## config.mk

```make
export PLATFORM = sky130hd
export DESIGN_NAME = bp_me_cache_dma_to_cce
export DESIGN_NICKNAME = d
export VERILOG_FILES = /design/src/rtl/bp_me_pkg.sv /design/src/rtl/bp_me_dword_block_buffer.sv /design/src/rtl/bp_me_cache_dma_to_cce.sv
export SDC_FILE = /design/constraint.sdc
export NUM_CORES = 2
export LEC_CHECK = 0
export CAP_MARGIN = 20
export CORE_AREA = 2 2 518 520
export DETAILED_ROUTE_END_ITERATION = 10
export DIE_AREA = 0 0 520 522
export PLACE_DENSITY = 0.3
export RECOVER_POWER = 100
export SYNTH_ARGS = -nofsm -noshare
export SYNTH_HDL_FRONTEND = slang
export SYNTH_HIERARCHICAL = 1
export SYNTH_SLANG_ARGS = --single-unit
```

## constraint.sdc

```tcl
create_clock -name clk_i -period 9.1 [get_ports clk_i]
set_clock_uncertainty 0.05 [all_clocks]
set_input_delay 1.82 -clock clk_i [delete_from_list [all_inputs] [get_ports clk_i]]
set_output_delay 1.82 -clock clk_i [all_outputs]
set_load 0.005 [all_outputs]
```

## src/rtl/bp_me_pkg.sv

```systemverilog
// bp_me_pkg: shared types for the cache-DMA to CCE memory adapter.
package bp_me_pkg;
  localparam int paddr_width_p = 40;
  localparam int cce_block_width_p = 512;
  localparam int dword_width_p = 64;
  localparam int mem_payload_width_p = 16;
  localparam int block_size_in_words_lp = cce_block_width_p / dword_width_p;
  localparam int counter_width_lp = (block_size_in_words_lp > 1) ? $clog2(block_size_in_words_lp) : 1;
  localparam int block_offset_lp = $clog2(cce_block_width_p / 8);
  typedef enum logic [2:0] {
    e_idle, e_rd_cmd, e_rd_resp, e_rd_fill, e_wr_collect, e_wr_cmd, e_wr_ack
  } bp_me_dma_state_e;
  typedef enum logic [3:0] {
    e_cce_mem_rd = 4'h0, e_cce_mem_wr = 4'h1, e_cce_mem_uc_rd = 4'h2, e_cce_mem_uc_wr = 4'h3
  } bp_cce_mem_cmd_type_e;
  typedef enum logic [2:0] {
    e_mem_msg_size_1, e_mem_msg_size_2, e_mem_msg_size_4, e_mem_msg_size_8,
    e_mem_msg_size_16, e_mem_msg_size_32, e_mem_msg_size_64
  } bp_mem_msg_size_e;
  typedef struct packed {
    logic write_not_read;
    logic [paddr_width_p-1:0] addr;
  } bsg_cache_dma_pkt_s;
  typedef struct packed {
    logic [cce_block_width_p-1:0] data;
    logic [mem_payload_width_p-1:0] payload;
    bp_mem_msg_size_e size;
    logic [paddr_width_p-1:0] addr;
    bp_cce_mem_cmd_type_e msg_type;
  } bp_cce_mem_msg_s;
  localparam int dma_pkt_width_lp = $bits(bsg_cache_dma_pkt_s);
  localparam int cce_mem_msg_width_lp = $bits(bp_cce_mem_msg_s);
  function automatic bp_mem_msg_size_e mem_size_enc(input int block_width);
    return block_width >= 512 ? e_mem_msg_size_64
         : block_width >= 256 ? e_mem_msg_size_32
         : block_width >= 128 ? e_mem_msg_size_16 : e_mem_msg_size_8;
  endfunction
endpackage

```

## src/rtl/bp_me_dword_block_buffer.sv

```systemverilog
// bp_me_dword_block_buffer: N x dword register file with per-dword and full-block write.
module bp_me_dword_block_buffer #(
  parameter int els_p = 8,
  parameter int width_p = 64,
  localparam int idx_w_lp = (els_p > 1) ? $clog2(els_p) : 1
) (
  input  logic                     clk_i,
  input  logic                     w_v_i,
  input  logic [idx_w_lp-1:0]      w_idx_i,
  input  logic [width_p-1:0]       w_data_i,
  input  logic                     blk_w_v_i,
  input  logic [els_p*width_p-1:0] blk_data_i,
  output logic [els_p*width_p-1:0] blk_data_o
);
  logic [els_p-1:0][width_p-1:0] mem_q, mem_d;
  always_comb begin
    mem_d = mem_q;
    if (blk_w_v_i) mem_d = blk_data_i;
    else if (w_v_i) mem_d[w_idx_i] = w_data_i;
  end
  always_ff @(posedge clk_i) mem_q <= mem_d;
  assign blk_data_o = mem_q;
endmodule

```

## src/rtl/bp_me_cache_dma_to_cce.sv

```systemverilog
// bp_me_cache_dma_to_cce: bsg_cache DMA fills/evictions to CCE memory commands, one block in flight.
// BP_ME_CACHE_DMA_TO_CCE_STATS_EN adds saturating read/write response counters.
module bp_me_cache_dma_to_cce
  import bp_me_pkg::*;
(
  input  logic                            clk_i,
  input  logic                            reset_i,
  input  logic [dma_pkt_width_lp-1:0]     dma_pkt_i,
  input  logic                            dma_pkt_v_i,
  output logic                            dma_pkt_yumi_o,
  output logic [dword_width_p-1:0]        dma_data_o,
  output logic                            dma_data_v_o,
  input  logic                            dma_data_ready_i,
  input  logic [dword_width_p-1:0]        dma_data_i,
  input  logic                            dma_data_v_i,
  output logic                            dma_data_yumi_o,
  output logic [cce_mem_msg_width_lp-1:0] mem_cmd_o,
  output logic                            mem_cmd_v_o,
  input  logic                            mem_cmd_ready_i,
  input  logic [cce_mem_msg_width_lp-1:0] mem_resp_i,
  input  logic                            mem_resp_v_i,
  output logic                            mem_resp_yumi_o
`ifdef BP_ME_CACHE_DMA_TO_CCE_STATS_EN
  ,
  output logic [31:0]                     rd_count_o,
  output logic [31:0]                     wr_count_o
`endif
);
  localparam logic [counter_width_lp-1:0] last_lp = counter_width_lp'(block_size_in_words_lp - 1);
  bp_me_dma_state_e state_q, state_d;
  logic [counter_width_lp-1:0] cnt_q, cnt_d;
  logic [paddr_width_p-1:0] addr_q, addr_d;
  bsg_cache_dma_pkt_s pkt;
  bp_cce_mem_msg_s cmd, resp;
  logic word_w_v, blk_w_v, unused;
  logic [block_size_in_words_lp-1:0][dword_width_p-1:0] blk;
  assign pkt = dma_pkt_i;
  assign resp = mem_resp_i;
  assign unused = ^{resp.payload, resp.size, pkt.addr[block_offset_lp-1:0]};
  bp_me_dword_block_buffer #(.els_p(block_size_in_words_lp), .width_p(dword_width_p)) buffer (
    .clk_i     (clk_i),
    .w_v_i     (word_w_v),
    .w_idx_i   (cnt_q),
    .w_data_i  (dma_data_i),
    .blk_w_v_i (blk_w_v),
    .blk_data_i(resp.data),
    .blk_data_o(blk)
  );
  always_comb begin
    state_d = state_q;
    cnt_d = cnt_q;
    addr_d = addr_q;
    dma_pkt_yumi_o = 1'b0;
    dma_data_v_o = 1'b0;
    dma_data_yumi_o = 1'b0;
    mem_cmd_v_o = 1'b0;
    mem_resp_yumi_o = 1'b0;
    word_w_v = 1'b0;
    blk_w_v = 1'b0;
    case (state_q)
      e_idle: begin
        dma_pkt_yumi_o = dma_pkt_v_i & ~reset_i;
        if (dma_pkt_yumi_o) begin
          addr_d = {pkt.addr[paddr_width_p-1:block_offset_lp], block_offset_lp'(0)};
          state_d = pkt.write_not_read ? e_wr_collect : e_rd_cmd;
        end
      end
      e_rd_cmd: begin
        mem_cmd_v_o = 1'b1;
        state_d = mem_cmd_ready_i ? e_rd_resp : e_rd_cmd;
      end
      e_rd_resp: begin
        mem_resp_yumi_o = mem_resp_v_i;
        blk_w_v = mem_resp_v_i;
        state_d = mem_resp_v_i ? e_rd_fill : e_rd_resp;
      end
      e_rd_fill: begin
        dma_data_v_o = 1'b1;
        if (dma_data_ready_i) begin
          cnt_d = (cnt_q == last_lp) ? '0 : cnt_q + 1'b1;
          state_d = (cnt_q == last_lp) ? e_idle : e_rd_fill;
        end
      end
      e_wr_collect: begin
        dma_data_yumi_o = dma_data_v_i;
        word_w_v = dma_data_v_i;
        if (dma_data_v_i) begin
          cnt_d = (cnt_q == last_lp) ? '0 : cnt_q + 1'b1;
          state_d = (cnt_q == last_lp) ? e_wr_cmd : e_wr_collect;
        end
      end
      e_wr_cmd: begin
        mem_cmd_v_o = 1'b1;
        state_d = mem_cmd_ready_i ? e_wr_ack : e_wr_cmd;
      end
      e_wr_ack: begin
        mem_resp_yumi_o = mem_resp_v_i;
        state_d = mem_resp_v_i ? e_idle : e_wr_ack;
      end
      default: state_d = e_idle;
    endcase
  end
  // Header is built only from registered state, so it holds while mem_cmd_v_o waits for ready
  always_comb begin
    cmd = '0;
    cmd.msg_type = (state_q == e_wr_cmd) ? e_cce_mem_wr : e_cce_mem_rd;
    cmd.addr = addr_q;
    cmd.size = mem_size_enc(cce_block_width_p);
    cmd.data = (state_q == e_wr_cmd) ? blk : '0;
  end
  assign mem_cmd_o = cmd;
  assign dma_data_o = blk[cnt_q];
  always_ff @(posedge clk_i or posedge reset_i)
    if (reset_i) begin
      state_q <= e_idle;
      cnt_q <= '0;
      addr_q <= '0;
    end else begin
      state_q <= state_d;
      cnt_q <= cnt_d;
      addr_q <= addr_d;
    end
`ifdef BP_ME_CACHE_DMA_TO_CCE_STATS_EN
  logic [31:0] rd_cnt_q, rd_cnt_d, wr_cnt_q, wr_cnt_d;
  assign rd_cnt_d = rd_cnt_q + 32'((state_q == e_rd_resp) && mem_resp_v_i && ~&rd_cnt_q);
  assign wr_cnt_d = wr_cnt_q + 32'((state_q == e_wr_ack) && mem_resp_v_i && ~&wr_cnt_q);
  always_ff @(posedge clk_i or posedge reset_i)
    if (reset_i) begin
      rd_cnt_q <= '0;
      wr_cnt_q <= '0;
    end else begin
      rd_cnt_q <= rd_cnt_d;
      wr_cnt_q <= wr_cnt_d;
    end
  assign rd_count_o = rd_cnt_q;
  assign wr_count_o = wr_cnt_q;
`endif
`ifndef SYNTHESIS
  assert property (@(posedge clk_i) disable iff (reset_i)
    mem_resp_yumi_o |-> resp.msg_type == ((state_q == e_wr_ack) ? e_cce_mem_wr : e_cce_mem_rd));
  assert property (@(posedge clk_i) disable iff (reset_i) mem_resp_yumi_o |-> resp.addr == addr_q);
`endif
endmodule

```

==> impl_metrics.yaml <==
run:
  maxCapViolations: 16
worst_setup_path:
  r2r_start: "cnt_q[1]$_DFFE_PP0P_"
  critPathLaunchType: "flop"
  startpoint: "cnt_q[0]$_DFFE_PP0P_"
  arrival_ns: 5.21
  r2r_slack_ns: 2.04
  endpoint_kind: "output pin"
  critPathSlowestCell: "dfrtp_1"
  slowest_delay_ns: 2.15
  cp-endpoint: "dma_data_o[59]"
  required_ns: 7.23
  crit_chain: "clkbuf_1 > mux4_2 > mux2_2 > dlygate4sd3_1"
  r2r_cells: 4
  critPathKind: "flop to output pin"
  worst-path-max-fanout: 38
  worstReg2RegEnd: "buffer/blk_data_o[394]$_DFFE_PP_"
timing:
  setup_violations: 0
  fmax_ghz: 0.1413
  relSlewSlack_pct: -170.2
  report.final.slew_viol_count: 824
  rsz0062_at_grt: "false"
  tns_ns: 0
  report.final.hold_viol_count: 0
  worstMarginPinSlew_ns: 4.054
  fin_crit_ns: 7.078
  fin_crit_sh_pct: 77.78
synthesis:
  syn-cell-area_sq_um: 32670
  ys_ff_latch: 552
  synth.distinct_cells: 34
  synth_cells: 2869
  synth_edf_count: 512
  yosysWarnings: 6
  synth-async-reset-ratio_pct: 7.246
  ys_seq_area_share_pct: 50.12
  syn_avg_cell_area_sq_um: 11.39
  synth_ff_type: "edfxtp_1"
global_route:
  grt_pass1_wl_um: 304200
  grt_max_degree: 174
  antenna_found_initial: 74
  grtUsageTotal_pct: 16.38
  grt_pass1_vias: 31694
  overflow: 0
placement:
  portBuffers: 1233
  dp_hpwl_um: 168500
  gp_congestion: 0.8404
  place_inst: 7366
power_and_ir_drop:
  p_comb_share_pct: 48.5
  p_switching_w: 0.005747
  clkPwrFrac_pct: 22.7
  power.internal_w: 0.007748
  netSwitchingFraction_pct: 42.59
  p_seq_share_pct: 28.8
  power_leakage_nw: 19.11
  ir_drop_v: 0.0002014
  pwr_density_cell_nw_per_um2: 267.3
outcome:
  outcome: "complete, but fails checks"
  violations: "DRC, capacitance limit, slew limit"
clock_tree:
  cts_made_buffers: 80
  cts_buffer_depth: 3
  cts_tree: "built"
  cts.sinks: 552
  htreeDepth: 3
  post_cts_buffers: 0
  cts_root_buf: "clkbuf_16"
  clkTransAtPathRegs_ns: 0.06
  clk_latency_ns: 0.69
  postCtsHoldBufs: 0
  postCtsResizedCells: 0
worst_hold_path:
  hold_class: "flop to flop"
route:
  vias_per_cell: 3.975
  routed_wl_um: 232400
  wl_per_cell_um: 30.83
  drc: 191
  ant_nets: 0
  drt_pass1_iterations: 11
  routed-via-count: 29954
  drtIter0Drc: 1971
layout:
  layout-area-overhead-vs-synth_pct: 54.55
  instances_no_fill: 7536
  fin_nets: 4587
  layout-drive-gt1-share_pct: 9.583
floorplanning:
  pin_count: 1331
  dieArea_sq_um: 271400
  rows: 190
  start_util_pct: 12.26
  die_h_um: 522
  die_w_um: 520
  design.core.area_sq_um: 266500
-- synth_stat cells, types with 7 or more instances --
master      n  area (sq um)
dfrtp_1    40          1001
buf_2     107         535.5
and3_1    513          3209
o21ai_0     7         35.03
buf_4      31         232.7
mux4_2    128          2883
buf_6      24         270.3
inv_1       7         26.28
nand2_1   580          2177
o31ai_2   101          1264
mux2_2     69         777.0
o31ai_1   411          3085
clkbuf_1  203         762.0
nand2b_1   66         412.9
mux2_1     32         360.4
edfxtp_1  512         15370
-- critical path: cells and delay by family, from the launching register on --
kind                   cells  cell delay [ns]
buffers and inverters      2             1.44
muxes                      2             0.89
DFF                        1             2.15
-- worst min-delay path by stage --
| stage | slack, ns | cells past startpoint | start | to |
|---|---|---|---|---|
| 2_1_floorplan | 0.44 | 1 | addr_q[10]$_DFFE_PP0P_ | addr_q[10]$_DFFE_PP0P_ |
| 3_3_place_gp | 0.43 | 1 | addr_q[9]$_DFFE_PP0P_ | addr_q[9]$_DFFE_PP0P_ |
| 3_5_place_dp | 0.43 | 1 | addr_q[9]$_DFFE_PP0P_ | addr_q[9]$_DFFE_PP0P_ |
| 4_1_cts | 0.44 | 1 | addr_q[9]$_DFFE_PP0P_ | addr_q[9]$_DFFE_PP0P_ |
| 5_1_grt | 0.44 | 1 | addr_q[6]$_DFFE_PP0P_ | addr_q[6]$_DFFE_PP0P_ |
| 6_report | 0.43 | 1 | addr_q[6]$_DFFE_PP0P_ | addr_q[6]$_DFFE_PP0P_ |
-- flip-flops by register name (all words and copies together) (netlist names) --
signal and cells:
state_q 3, buffer/blk_data_o 512, addr_q 34, cnt_q 3
-- routing by layer --
layer	share of wire (%)	global-route usage, %	wire (um)
met4	2.6	4.595	6036
met1	41	19.52	95650
met3	8.6	5.908	19950
met5	0.22	0	502
met2	47	27.55	110200
-- area by class of cell --
class                           count  area, sq um
Fill cell                       29342       216000
Clock inverter                     26        226.5
Tap cell                         3552         4444
Multi-Input combinational cell   1968        14280
Sequential cell                   552        16380
Inverter                            7        26.28
Timing Repair Buffer             1288        12890
Antenna cell                       29        72.57
Clock buffer                      114         2172
-- stage by stage --
stage | setup WS [ns] | hold WS (ns) | cell area, sq um | utilization, % | total power (W)
floorplan | 3.412 | 0.4389 | 32770 | - | 0.007071
global placement | 3.243 | 0.4271 | 48520 | 18.21 | 0.01103
detailed placement | 3.288 | 0.4307 | 48520 | 18.21 | 0.01100
CTS | 3.140 | 0.4436 | 50920 | 19.11 | 0.01416
global route | 1.541 | 0.4423 | 50440 | 18.93 | 0.01417
finish | 2.022 | 0.4325 | 50490 | 18.95 | 0.01349
-- logic make-up (layout without fill, tap and decap cells) --
group           count (synthesis)  count (layout)  synth area share (%)
flops                         552             552                 50.12
other cells                     2              57               0.02299
compound gates                534             534                 13.79
mux                           229             229                 12.31
simple gates                 1174            1174                 18.02
buf+inv                       375            1435                 5.626
fa+ha+maj                       3               3                0.1149
-- cells in the final DEF (no fill, tap or decap), types with 2 or more instances in the layout --
cell	count
clkbuf_16	82
mux2_1	33
conb_1	28
buf_12	15
a31o_4	2
clkinv_8	2
clkbuf_2	6
inv_1	6
o21ai_0	7
clkdlybuf4s50_1	629
nor3_1	2
o31ai_2	38
clkbuf_1	41
and3_1	513
a21o_1	2
dfrtp_1	39
nand2_1	579
a22oi_1	2
dlygate4sd3_1	604
nand2b_1	66
clkinv_2	3
a31o_1	2
or3_1	2
clkinv_1	17
bufinv_16	2
nor2_1	4
edfxtp_1	512
diode_2	29
ha_1	3
buf_4	25
mux2_2	68
mux4_2	128
o21bai_1	2
o31ai_1	474
nor2b_1	3
-- power groups by stage --
stage / Clock (W) / Combinational [W] / Sequential (W)
final: 0.00306 / 0.00654 / 0.00389
after CTS: 0.00318 / 0.00706 / 0.00392
after global routing: 0.00324 / 0.00698 / 0.00395
after detailed placement: 0 / 0.00704 / 0.00397
after floorplan: 0 / 0.00343 / 0.00364
after global placement: 0 / 0.00707 / 0.00396
(Power assumes the default switching activity.)
